[src/rtl/led_sweep_routine.sv]
// LED sweep routine: a BAR_W-wide lit bar bounces or rotates across the LED bank,
// one position per Enable step, with a cascaded step counter on seven-segment digits.
module led_sweep_routine #(
  parameter int LED_W      = 18,
  parameter int BAR_W      = 4,
  parameter int HEX_DIGITS = 4,
  parameter int HEX_MOD    = 16
) (
  input  logic                    Clock,
  input  logic                    Reset,
  input  logic                    Enable,
  input  logic                    Mode,
  output logic [LED_W-1:0]        LedOut,
  output logic [7*HEX_DIGITS-1:0] HexSeg,
  output logic                    Done
);

  localparam int POS_W  = $clog2(LED_W + 1);
  localparam int MAXPOS = LED_W - BAR_W;

  localparam logic [1:0] ST_LOAD = 2'd0;
  localparam logic [1:0] ST_UP   = 2'd1;
  localparam logic [1:0] ST_DOWN = 2'd2;

  localparam logic [POS_W-1:0] POS_ZERO = POS_W'(0);
  localparam logic [POS_W-1:0] POS_ONE  = POS_W'(1);
  localparam logic [POS_W-1:0] POS_MAX  = POS_W'(MAXPOS);
  localparam logic [POS_W-1:0] POS_END  = POS_W'(LED_W);

  localparam logic [LED_W-1:0] BAR_BASE = {{(LED_W-BAR_W){1'b0}}, {BAR_W{1'b1}}};
  localparam logic [3:0]       DIG_MAX  = 4'(HEX_MOD - 1);

  // Active-low glyphs, bit order {g,f,e,d,c,b,a}
  function automatic logic [6:0] seg_decode(input logic [3:0] digit);
    logic [6:0] seg;
    case (digit)
      4'h0:    seg = 7'b1000000;
      4'h1:    seg = 7'b1111001;
      4'h2:    seg = 7'b0100100;
      4'h3:    seg = 7'b0110000;
      4'h4:    seg = 7'b0011001;
      4'h5:    seg = 7'b0010010;
      4'h6:    seg = 7'b0000010;
      4'h7:    seg = 7'b1111000;
      4'h8:    seg = 7'b0000000;
      4'h9:    seg = 7'b0010000;
      4'hA:    seg = 7'b0001000;
      4'hB:    seg = 7'b0000011;
      4'hC:    seg = 7'b1000110;
      4'hD:    seg = 7'b0100001;
      4'hE:    seg = 7'b0000110;
      4'hF:    seg = 7'b0001110;
      default: seg = 7'b1111111;
    endcase
    return seg;
  endfunction

  logic [1:0]              state_r, state_s;
  logic [POS_W-1:0]        pos_r, pos_s;
  logic [LED_W-1:0]        led_r, led_s;
  logic                    mode_r, mode_s;
  logic                    done_r, done_s;
  logic [4*HEX_DIGITS-1:0] count_r, count_s;
  logic [7*HEX_DIGITS-1:0] hex_r, hex_s;
  logic                    carry_s;

  // Sweep FSM next state; a Mode change mid-sweep restarts the bar like LOAD
  always_comb begin
    state_s = state_r;
    pos_s   = pos_r;
    led_s   = led_r;
    mode_s  = mode_r;
    done_s  = 1'b0;
    if (Enable) begin
      case (state_r)
        ST_LOAD: begin
          led_s   = BAR_BASE;
          pos_s   = POS_ZERO;
          mode_s  = Mode;
          state_s = ST_UP;
        end
        ST_UP: begin
          if (Mode != mode_r) begin
            led_s   = BAR_BASE;
            pos_s   = POS_ZERO;
            mode_s  = Mode;
            state_s = ST_UP;
          end else if (!mode_r) begin
            pos_s = pos_r + POS_ONE;
            led_s = {led_r[LED_W-2:0], 1'b0};
            if (pos_s == POS_MAX) begin
              state_s = ST_DOWN;
            end else begin
              state_s = ST_UP;
            end
          end else begin
            led_s = {led_r[LED_W-2:0], led_r[LED_W-1]};
            if (pos_r + POS_ONE == POS_END) begin
              pos_s  = POS_ZERO;
              done_s = 1'b1;
            end else begin
              pos_s  = pos_r + POS_ONE;
            end
            state_s = ST_UP;
          end
        end
        ST_DOWN: begin
          if (Mode != mode_r) begin
            led_s   = BAR_BASE;
            pos_s   = POS_ZERO;
            mode_s  = Mode;
            state_s = ST_UP;
          end else begin
            pos_s = pos_r - POS_ONE;
            led_s = {1'b0, led_r[LED_W-1:1]};
            if (pos_s == POS_ZERO) begin
              done_s  = 1'b1;
              state_s = ST_UP;
            end else begin
              state_s = ST_DOWN;
            end
          end
        end
        default: begin
          led_s   = {LED_W{1'b0}};
          pos_s   = POS_ZERO;
          state_s = ST_LOAD;
        end
      endcase
    end else begin
      state_s = state_r;
    end
  end

  // Cascaded step counter: each digit wraps at HEX_MOD and carries into the next
  always_comb begin
    count_s = count_r;
    carry_s = Enable;
    for (int k = 0; k < HEX_DIGITS; k++) begin
      if (carry_s) begin
        if (count_r[4*k +: 4] == DIG_MAX) begin
          count_s[4*k +: 4] = 4'd0;
          carry_s           = 1'b1;
        end else begin
          count_s[4*k +: 4] = count_r[4*k +: 4] + 4'd1;
          carry_s           = 1'b0;
        end
      end else begin
        carry_s = 1'b0;
      end
    end
  end

  // Display is decoded from the next count so it updates on the same edge as the count
  always_comb begin
    hex_s = {(7*HEX_DIGITS){1'b1}};
    for (int k = 0; k < HEX_DIGITS; k++) begin
      hex_s[7*k +: 7] = seg_decode(count_s[4*k +: 4]);
    end
  end

  // State and output registers
  always_ff @(posedge Clock or posedge Reset) begin
    if (Reset) begin
      state_r <= ST_LOAD;
      pos_r   <= POS_ZERO;
      led_r   <= {LED_W{1'b0}};
      mode_r  <= 1'b0;
      done_r  <= 1'b0;
      count_r <= {(4*HEX_DIGITS){1'b0}};
      hex_r   <= {HEX_DIGITS{7'b1000000}};
    end else begin
      state_r <= state_s;
      pos_r   <= pos_s;
      led_r   <= led_s;
      mode_r  <= mode_s;
      done_r  <= done_s;
      count_r <= count_s;
      hex_r   <= hex_s;
    end
  end

  assign LedOut = led_r;
  assign HexSeg = hex_r;
  assign Done   = done_r;

endmodule

[config.mk]
export PLATFORM = sky130hd
export DESIGN_NAME = led_sweep_routine
export DESIGN_NICKNAME = d
export VERILOG_FILES = /design/src/rtl/led_sweep_routine.sv
export SDC_FILE = /design/constraint.sdc
export NUM_CORES = 1
export LEC_CHECK = 0
export BUFFER_PORTS_ARGS = -buffer_cell sky130_fd_sc_hd__buf_2
export CORE_MARGIN = 4
export CORE_UTILIZATION = 58
export DETAILED_ROUTE_END_ITERATION = 6
export GPL_ROUTABILITY_DRIVEN = 0
export PLACE_DENSITY_LB_ADDON = 0.2
export SLEW_MARGIN = 20
export SYNTH_ARGS = -nofsm -noshare
export SYNTH_HDL_FRONTEND = slang
export SYNTH_SLANG_ARGS = --single-unit
export TNS_END_PERCENT = 10
[constraint.sdc]
create_clock -name Clock -period 3.4 [get_ports Clock]
set_input_delay 0.34 -clock Clock [delete_from_list [all_inputs] [get_ports Clock]]
set_output_delay 0.34 -clock Clock [all_outputs]
set_load 0.02 [all_outputs]
==> results of run 1 <==
-- cell type report --
class / count / area [µm²] / share of cell area
Clock inverter: 7 / 80.1 / 0.0170
Timing Repair Buffer: 57 / 305 / 0.0650
Sequential cell: 71 / 1780 / 0.379
Tap cell: 96 / 120 / 0.0256
Clock buffer: 9 / 124 / 0.0264
Multi-Input combinational cell: 274 / 2090 / 0.444
Inverter: 53 / 200 / 0.0426
-- power breakdown --
part	total (mW)	internal [mW]	leakage, nW	switching (mW)
sequential	1.14	1.01	0.912	0.132
clock	0.683	0.346	0.0964	0.337
combinational	1.14	0.435	1.27	0.701
total	2.96	1.79	2.28	1.17
-- worst register-to-register path, cell delays in order (launching register included) --
cell and delay, ns:
sky130_fd_sc_hd__dfrtp_1 0.40, sky130_fd_sc_hd__ha_1 0.27, sky130_fd_sc_hd__nand4_4 0.20, sky130_fd_sc_hd__nor3_2 0.39, sky130_fd_sc_hd__mux2i_1 0.55, sky130_fd_sc_hd__inv_1 0.17, sky130_fd_sc_hd__ha_1 0.30, sky130_fd_sc_hd__mux4_2 0.46
-- metrics by stage --
step / setup slack, ns / hold slack [ns] / util
2_1_floorplan: 0.802 / 0.573 / -
3_3_place_gp: 0.646 / 0.361 / 0.653
3_5_place_dp: 0.530 / 0.378 / 0.653
4_1_cts: 0.555 / 0.347 / 0.684
5_1_grt: 0.334 / 0.355 / 0.684
6_report: 0.542 / 0.361 / 0.684
-- registers in the layout, summed over array words and instances, names as in the netlist --
| name | flops |
|---|---|
| Done | 1 |
| HexSeg | 28 |
| mode_r | 1 |
| pos_r | 5 |
| state_r | 2 |
| LedOut | 18 |
| count_r | 16 |
-- layout by cell type, fill, tap and decap left out, drive strengths merged, types with 6 or more instances in the layout --
| cell type | synthesis | routed |
|---|---|---|
| a21oi | 12 | 12 |
| a22oi | 14 | 14 |
| a31oi | 6 | 6 |
| and3 | 6 | 6 |
| buf | 7 | 56 |
| clkbuf | 11 | 9 |
| dfrtp | 67 | 67 |
| ha | 35 | 35 |
| inv | 52 | 54 |
| mux2i | 15 | 15 |
| nand2 | 32 | 32 |
| nand3 | 15 | 15 |
| nor2 | 12 | 12 |
| nor3 | 9 | 9 |
| o21ai | 25 | 25 |
| o22ai | 16 | 16 |
| xnor2 | 8 | 8 |
-- per-layer routing --
layer / global-route usage / part of all wire / vias up
met1: 0.269 / 0.45 / 1565
met4: 0.0769 / 0.016 / 0
met3: 0.0455 / 0.051 / 12
li1: - / - / 1591
met5: 0 / 0 / -
met2: 0.315 / 0.48 / 67
-- cell families after synthesis --
| kind of cell | after synthesis | synth area share |
|---|---|---|
| multiplexers | 21 | 0.0577 |
| adder cells (fa/ha/maj) | 35 | 0.105 |
| AND/OR/NAND/NOR | 93 | 0.119 |
| AO/OA/AOI/OAI | 113 | 0.191 |
| XOR/XNOR | 12 | 0.0288 |
| buffers and inverters | 71 | 0.0706 |
| flip-flops | 71 | 0.428 |
-- worst paths after layout --
check | to | from
setup / recovery | HexSeg[24] | count_r[0]
hold / removal | Done | Mode
setup reg to reg | HexSeg[24] | count_r[0]
hold reg to reg | LedOut[0] | LedOut[0]
max in group asynchronous | LedOut[1] | Reset
min in group asynchronous | HexSeg[22] | Reset
==> results.rst, run 1 <==
.. list-table::
   :header-rows: 1

   * - Metric
     - Value
   * - Sum of negative setup slack
     - 0 ns
   * - Core Region
     - just under 0.007 mm²
   * - Clock insertion delay at the later pin of the skew report
     - between 0.3 and 0.4 ns
   * - Inserted Clock Buffers
     - 9
   * - Slew @ Worst Pin
     - a little under 0.8 ns
   * - Number of pins with negative max-slew slack in the final report
     - 0
   * - Delay of the slowest critical-path stage
     - 0.55 ns
   * - Via count
     - around 3200
   * - DP Cell Count
     - 550
   * - Layout cells sized above 1
     - 0.202
   * - Sequential share of the synthesized area
     - 0.428
   * - Critical-path maximum fanout
     - 8
   * - Number of iterations in the first detailed-routing pass
     - 4
   * - Post-synth top flop
     - sky130_fd_sc_hd__dfrtp_1
   * - Most common cell type on the critical path
     - sky130_fd_sc_hd__ha_1
   * - Buffer cell driving the clock tree root
     - sky130_fd_sc_hd__clkbuf_8
   * - Cell with the biggest individual delay on the critical path
     - sky130_fd_sc_hd__mux2i_1
   * - Initial detailed-routing violation count
     - approximately 180
   * - Cell types with the largest area share after synthesis
     - sky130_fd_sc_hd__dfrtp_1 (40%), sky130_fd_sc_hd__ha_1 (11%), sky130_fd_sc_hd__inv_1 (4.5%)
   * - Critical Path Sink Type
     - flop
   * - Clk buf depth
     - 2
   * - Total stage count of the critical path
     - 7
   * - DIE AREA
     - 0.00860 mm²
   * - Clock tree from TritonCTS
     - yes
   * - Startpoint Class
     - flop
   * - Clock input transition at the sequential cells of the worst setup and hold paths
     - 0.09 ns
   * - Count of unique library cells instantiated by Yosys
     - 66
   * - Power density cells
     - ~630 mW/mm²
   * - HP Class
     - input pin to flop
   * - Unrepaired setup endpoints after global routing
     - no
   * - Vertical extent of the die
     - approximately 90 µm
   * - Power, Total
     - 2.96 mW
   * - Post-layout instance area
     - about 0.0047 mm²
   * - Antenna violations before repair
     - 0
   * - Max-cap check violation count
     - 0
   * - Count of hold-fix buffers inserted at cts
     - 1
   * - Tmin final
     - about 2.9 ns
   * - Antenna Nets Post-Route
     - 0
   * - Number of warning messages in the yosys log
     - 0
   * - Pleak
     - approximately 2.3 nW
   * - Final wirelength
     - 8130 µm
   * - Effective utilization at floorplan
     - 0.606
   * - Mapped Cells
     - ~420
   * - Mapped Nets
     - 455
   * - Most repeated cell in the gate-level netlist after synthesis
     - sky130_fd_sc_hd__dfrtp_1
   * - Final setup skew
     - 0.0112 ns
   * - Worst vdd ir
     - roughly 470 µV
   * - Number of placement rows
     - 30
   * - Share of flip-flops with an asynchronous set or reset
     - 1.00
   * - Count of flip-flops with a built-in enable after synthesis
     - 0
   * - Clock Sinks
     - 71
   * - CTS H-tree depth
     - 3
   * - First-pass GRT wire length
     - 14000 µm
   * - Data required, critical path
     - about 3.6 ns
   * - Global Route Usage Sum
     - 0.200
   * - Share of Yosys cell area claimed by the top area cell type
     - 0.403
   * - Fmax
     - ~350 MHz
   * - Worst rel slew slack
     - 0.483
   * - Number of failing setup endpoints in the final timing report
     - 0
   * - Flip-flop and latch count after synthesis
     - 71
   * - Cell taking the most area after synthesis
     - sky130_fd_sc_hd__dfrtp_1
   * - Largest net degree at the start of global routing
     - 51
   * - Count of buffer and inverter cells on the critical path
     - 1
   * - R2r setup slk
     - approximately 0.54 ns
   * - Top cells by instance count after synthesis
     - sky130_fd_sc_hd__dfrtp_1 (67), sky130_fd_sc_hd__inv_1 (50), sky130_fd_sc_hd__ha_1 (35)
   * - Number of global-route vias before repair
     - approximately 3000
   * - Hpwl dp
     - around 5700 µm
   * - Cells along the critical path
     - ha_1 -> nand4_4 -> nor3_2 -> mux2i_1 -> inv_1 -> ha_1 -> mux4_2
   * - Post-CTS Repair Setup Buffers
     - 0
   * - Final net count
     - a little over 500
   * - IO Port Bufs
     - 50
   * - Result of the run
     - finished, final reports clean
   * - Final worst path period share
     - 0.841
   * - Worst r2r path cells
     - 7
   * - Post-synthesis average cell area
     - 10.0 µm²
   * - Post-cts repair resize count
     - 0
   * - Instance area at placement
     - roughly 0.0045 mm²
   * - GR Overflow Total
     - 0
   * - Hold Violations, Final
     - 0
   * - Layout Cells excl Fill
     - about 570
   * - Number of stages on the worst hold path
     - 3
   * - Type of the setup path with the least slack
     - flop to flop
   * - Top Family by Delay on Critical Path
     - multiplexers
   * - Synthesis-to-layout area growth
     - 12.9%
   * - Number of vias per cell after detailed routing
     - approximately 5.7
   * - Number of inserted diodes
     - 0
   * - Die Wd
     - 92.7 µm
   * - Ports placed on the boundary
     - 51
   * - Number of design rule violations left after detail routing
     - 0
   * - Post-Syn Area
     - approximately 0.0042 mm²
   * - Crit path DAT
     - ~3.1 ns
   * - Average detailed-routed wire length per instance
     - 14.3 µm
   * - Count of filler cells inserted in the layout
     - roughly 540
(Power assumes the default switching activity.)
==> run 2, diff against run 1 <==
--- a/config.mk
+++ b/config.mk
@@ -7,7 +7,7 @@
 export LEC_CHECK = 0
 export BUFFER_PORTS_ARGS = -buffer_cell sky130_fd_sc_hd__buf_2
 export CORE_MARGIN = 4
-export CORE_UTILIZATION = 58
+export CORE_UTILIZATION = 53
 export DETAILED_ROUTE_END_ITERATION = 6
 export GPL_ROUTABILITY_DRIVEN = 0
 export PLACE_DENSITY_LB_ADDON = 0.2
==> constraint.sdc (replaced) <==
create_clock -name Clock -period 2.6 [get_ports Clock]
set_input_delay 0.26 -clock Clock [delete_from_list [all_inputs] [get_ports Clock]]
set_output_delay 0.26 -clock Clock [all_outputs]
set_load 0.02 [all_outputs]
==> results.rst, run 2 (same netlist as run 1, synthesis figures left out) <==
.. list-table::
   :header-rows: 1

   * - Metric
     - Value
   * - Power density cells
     - 856 mW/mm² (was 630 mW/mm²)
   * - Worst r2r path cells
     - 9 (was 7)
   * - Number of inserted diodes
     - 0 (unchanged)
   * - Synthesis-to-layout area growth
     - 16.7% (was 12.9%)
   * - Fmax
     - 414 MHz (was 350 MHz)
   * - Number of iterations in the first detailed-routing pass
     - 4 (unchanged)
   * - Instance area at placement
     - 0.00458 mm² (was 0.00449 mm²)
   * - Top Family by Delay on Critical Path
     - multiplexers (unchanged)
   * - Initial detailed-routing violation count
     - 168 (was 178)
   * - Final wirelength
     - 8270 µm (was 8130 µm)
   * - Antenna Nets Post-Route
     - 0 (unchanged)
   * - Crit path DAT
     - 2.67 ns (was 3.09 ns)
   * - Number of global-route vias before repair
     - 3160 (was 3065)
   * - Worst vdd ir
     - 442 µV (was 470 µV)
   * - Clock tree from TritonCTS
     - yes (unchanged)
   * - CTS H-tree depth
     - 3 (unchanged)
   * - Final worst path period share
     - 0.929 (was 0.841)
   * - Worst flop-to-flop path startpoint
     - count_r[0] (unchanged)
   * - Register area
     - 0.00178 mm² (unchanged)
   * - Delay of the slowest critical-path stage
     - 0.40 ns (was 0.55 ns)
   * - Result of the run
     - finished, final reports clean (unchanged)
   * - Unrepaired setup endpoints after global routing
     - no (unchanged)
   * - Clock insertion delay at the later pin of the skew report
     - 0.35 ns (about the same)
   * - Slew @ Worst Pin
     - 0.542 ns (was 0.775 ns)
   * - Most common cell type on the critical path
     - sky130_fd_sc_hd__ha_1 (unchanged)
   * - Core Region
     - 0.00769 mm² (was 0.00687 mm²)
   * - Buffer cell driving the clock tree root
     - sky130_fd_sc_hd__clkbuf_8 (unchanged)
   * - Layout cells sized above 1
     - 0.220 (was 0.202)
   * - Worst rel slew slack
     - 0.638 (was 0.483)
   * - Critical Path Sink Type
     - flop (unchanged)
   * - IO Port Bufs
     - 50 (unchanged)
   * - DP Cell Count
     - 567 (was 550)
   * - Die Wd
     - 96.6 µm (was 92.7 µm)
   * - Pleak
     - 2.38 nW (was 2.28 nW)
   * - Worst reg2reg endpoint
     - HexSeg[18] (was HexSeg[24])
   * - Cells along the critical path
     - ha_1 -> nand4_4 -> buf_4 -> nor2_1 -> mux2i_1 -> inv_1 -> ha_1 -> mux2_2 -> o21ai_0 (was ha_1 -> nand4_4 -> nor3_2 -> mux2i_1 -> inv_1 -> ha_1 -> mux4_2)
   * - Count of filler cells inserted in the layout
     - 661 (was 543)
   * - Number of placement rows
     - 32 (was 30)
   * - Sum of negative setup slack
     - 0 ns (unchanged)
   * - Clock Sinks
     - 71 (unchanged)
   * - Largest register FFs
     - 28 (unchanged)
   * - R2r setup slk
     - 0.19 ns (was 0.54 ns)
   * - Max-cap check violation count
     - 0 (unchanged)
   * - Critical-path maximum fanout
     - 7 (was 8)
   * - Leading cell types in the layout, fill and taps excluded
     - sky130_fd_sc_hd__dfrtp_1 (67), sky130_fd_sc_hd__buf_2 (50), sky130_fd_sc_hd__inv_1 (49), sky130_fd_sc_hd__ha_1 (35), sky130_fd_sc_hd__nand2_1 (32) (unchanged)
   * - Clk buf depth
     - 2 (unchanged)
   * - Post-layout instance area
     - 0.00486 mm² (was 0.00470 mm²)
   * - Number of vias per cell after detailed routing
     - 5.52 (was 5.71)
   * - Min-delay src
     - Mode (unchanged)
   * - GR Overflow Total
     - 0 (unchanged)
   * - HP Class
     - input pin to flop (unchanged)
   * - Global Route Usage Sum
     - 0.186 (was 0.200)
   * - Number of failing setup endpoints in the final timing report
     - 0 (unchanged)
   * - First-pass GRT wire length
     - 14500 µm (was 14000 µm)
   * - Tmin final
     - 2.41 ns (was 2.86 ns)
   * - Number of design rule violations left after detail routing
     - 0 (unchanged)
   * - Final setup skew
     - 0.0121 ns (was 0.0112 ns)
   * - DIE AREA
     - 0.00934 mm² (was 0.00860 mm²)
   * - Total stage count of the critical path
     - 9 (was 7)
   * - Number of pins with negative max-slew slack in the final report
     - 0 (unchanged)
   * - Cell with the biggest individual delay on the critical path
     - sky130_fd_sc_hd__dfrtp_1 (was sky130_fd_sc_hd__mux2i_1)
   * - Antenna violations before repair
     - 0 (unchanged)
   * - Layout Cells excl Fill
     - 584 (was 567)
   * - Post-CTS Repair Setup Buffers
     - 0 (unchanged)
   * - Largest net degree at the start of global routing
     - 37 (was 51)
   * - Inserted Clock Buffers
     - 9 (unchanged)
   * - Startpoint Class
     - flop (unchanged)
   * - Average detailed-routed wire length per instance
     - 14.2 µm (was 14.3 µm)
   * - Hold Violations, Final
     - 0 (unchanged)
   * - Vertical extent of the die
     - 96.6 µm (was 92.7 µm)
   * - Hpwl dp
     - 6000 µm (was 5710 µm)
   * - Hold Path Sink
     - mode_r (was Done)
   * - Data required, critical path
     - 2.85 ns (was 3.63 ns)
   * - Most frequent standard cell in the layout excluding fill and tap cells
     - sky130_fd_sc_hd__dfrtp_1 (unchanged)
   * - Final net count
     - 516 (was 505)
   * - Count of buffer and inverter cells on the critical path
     - 2 (was 1)
   * - Type of the setup path with the least slack
     - flop to flop (unchanged)
   * - Via count
     - 3221 (was 3235)
   * - Clock input transition at the sequential cells of the worst setup and hold paths
     - 0.09 ns (about the same)
   * - Post-layout util
     - 0.632 (was 0.684)
   * - Effective utilization at floorplan
     - 0.542 (was 0.606)
   * - Ports placed on the boundary
     - 51 (unchanged)
   * - Multi-input gate area
     - 0.00209 mm² (about the same)
   * - Number of stages on the worst hold path
     - 2 (was 3)
==> run 2: cell types whose count changed in the layout (fill, tap and decap cells not counted) <==
cell	previous run	this run
sky130_fd_sc_hd__inv_6	2	0
sky130_fd_sc_hd__nor3_4	0	1
sky130_fd_sc_hd__bufinv_16	1	4
sky130_fd_sc_hd__clkinvlp_4	2	1
sky130_fd_sc_hd__nor3_2	1	0
sky130_fd_sc_hd__buf_4	6	17
==> run 2: metal layers <==
metal	share of wire	GRT usage
met5	0	0
met4	0.020	0.0864
met3	0.039	0.0389
met2	0.51	0.309
met1	0.43	0.233
==> run 2: where the power goes <==
| part | switching [mW] | total [mW] | internal [mW] | leakage (nW) |
|---|---|---|---|---|
| logic | 0.920 | 1.49 | 0.574 | 1.34 |
| clock network | 0.442 | 1.18 | 0.737 | 0.130 |
| registers | 0.171 | 1.49 | 1.32 | 0.912 |
| total | 1.53 | 4.16 | 2.63 | 2.38 |
==> run 2: area by class of cell <==
class,count,share of cell area
multi-input combinational,274,0.431
sequential,71,0.367
timing repair buffer,68,0.0798
inverter,53,0.0412
clock inverter,7,0.0299
tap,102,0.0263
clock buffer,9,0.0255
==> run 2: repair_timing <==
item | CTS | global route
setup endpoints to repair | 0 | 1
hold buffers | 1 | 0
endpoints found under the hold margin | 23 | 0
resized for setup | 0 | 1
==> run 2: worst max path at each step <==
stage                    start         end  slack (ns)
global route        count_r[0]  HexSeg[18]        0.05
floorplan           count_r[0]  HexSeg[24]       0.002
finish              count_r[0]  HexSeg[18]        0.19
global placement    count_r[4]  HexSeg[24]        0.25
CTS                 count_r[4]  HexSeg[24]        0.17
detailed placement  count_r[4]  HexSeg[24]        0.19
==> run 2: per-stage QoR <==
step                      setup WS [ns]  total power [mW]  hold WS (ns)
after floorplan                 0.00243              2.60         0.573
after global placement            0.250              2.96         0.343
after detailed placement          0.188              3.00         0.345
after CTS                         0.174              4.20         0.269
after global routing             0.0502              4.48         0.289
final                             0.186              4.16         0.291
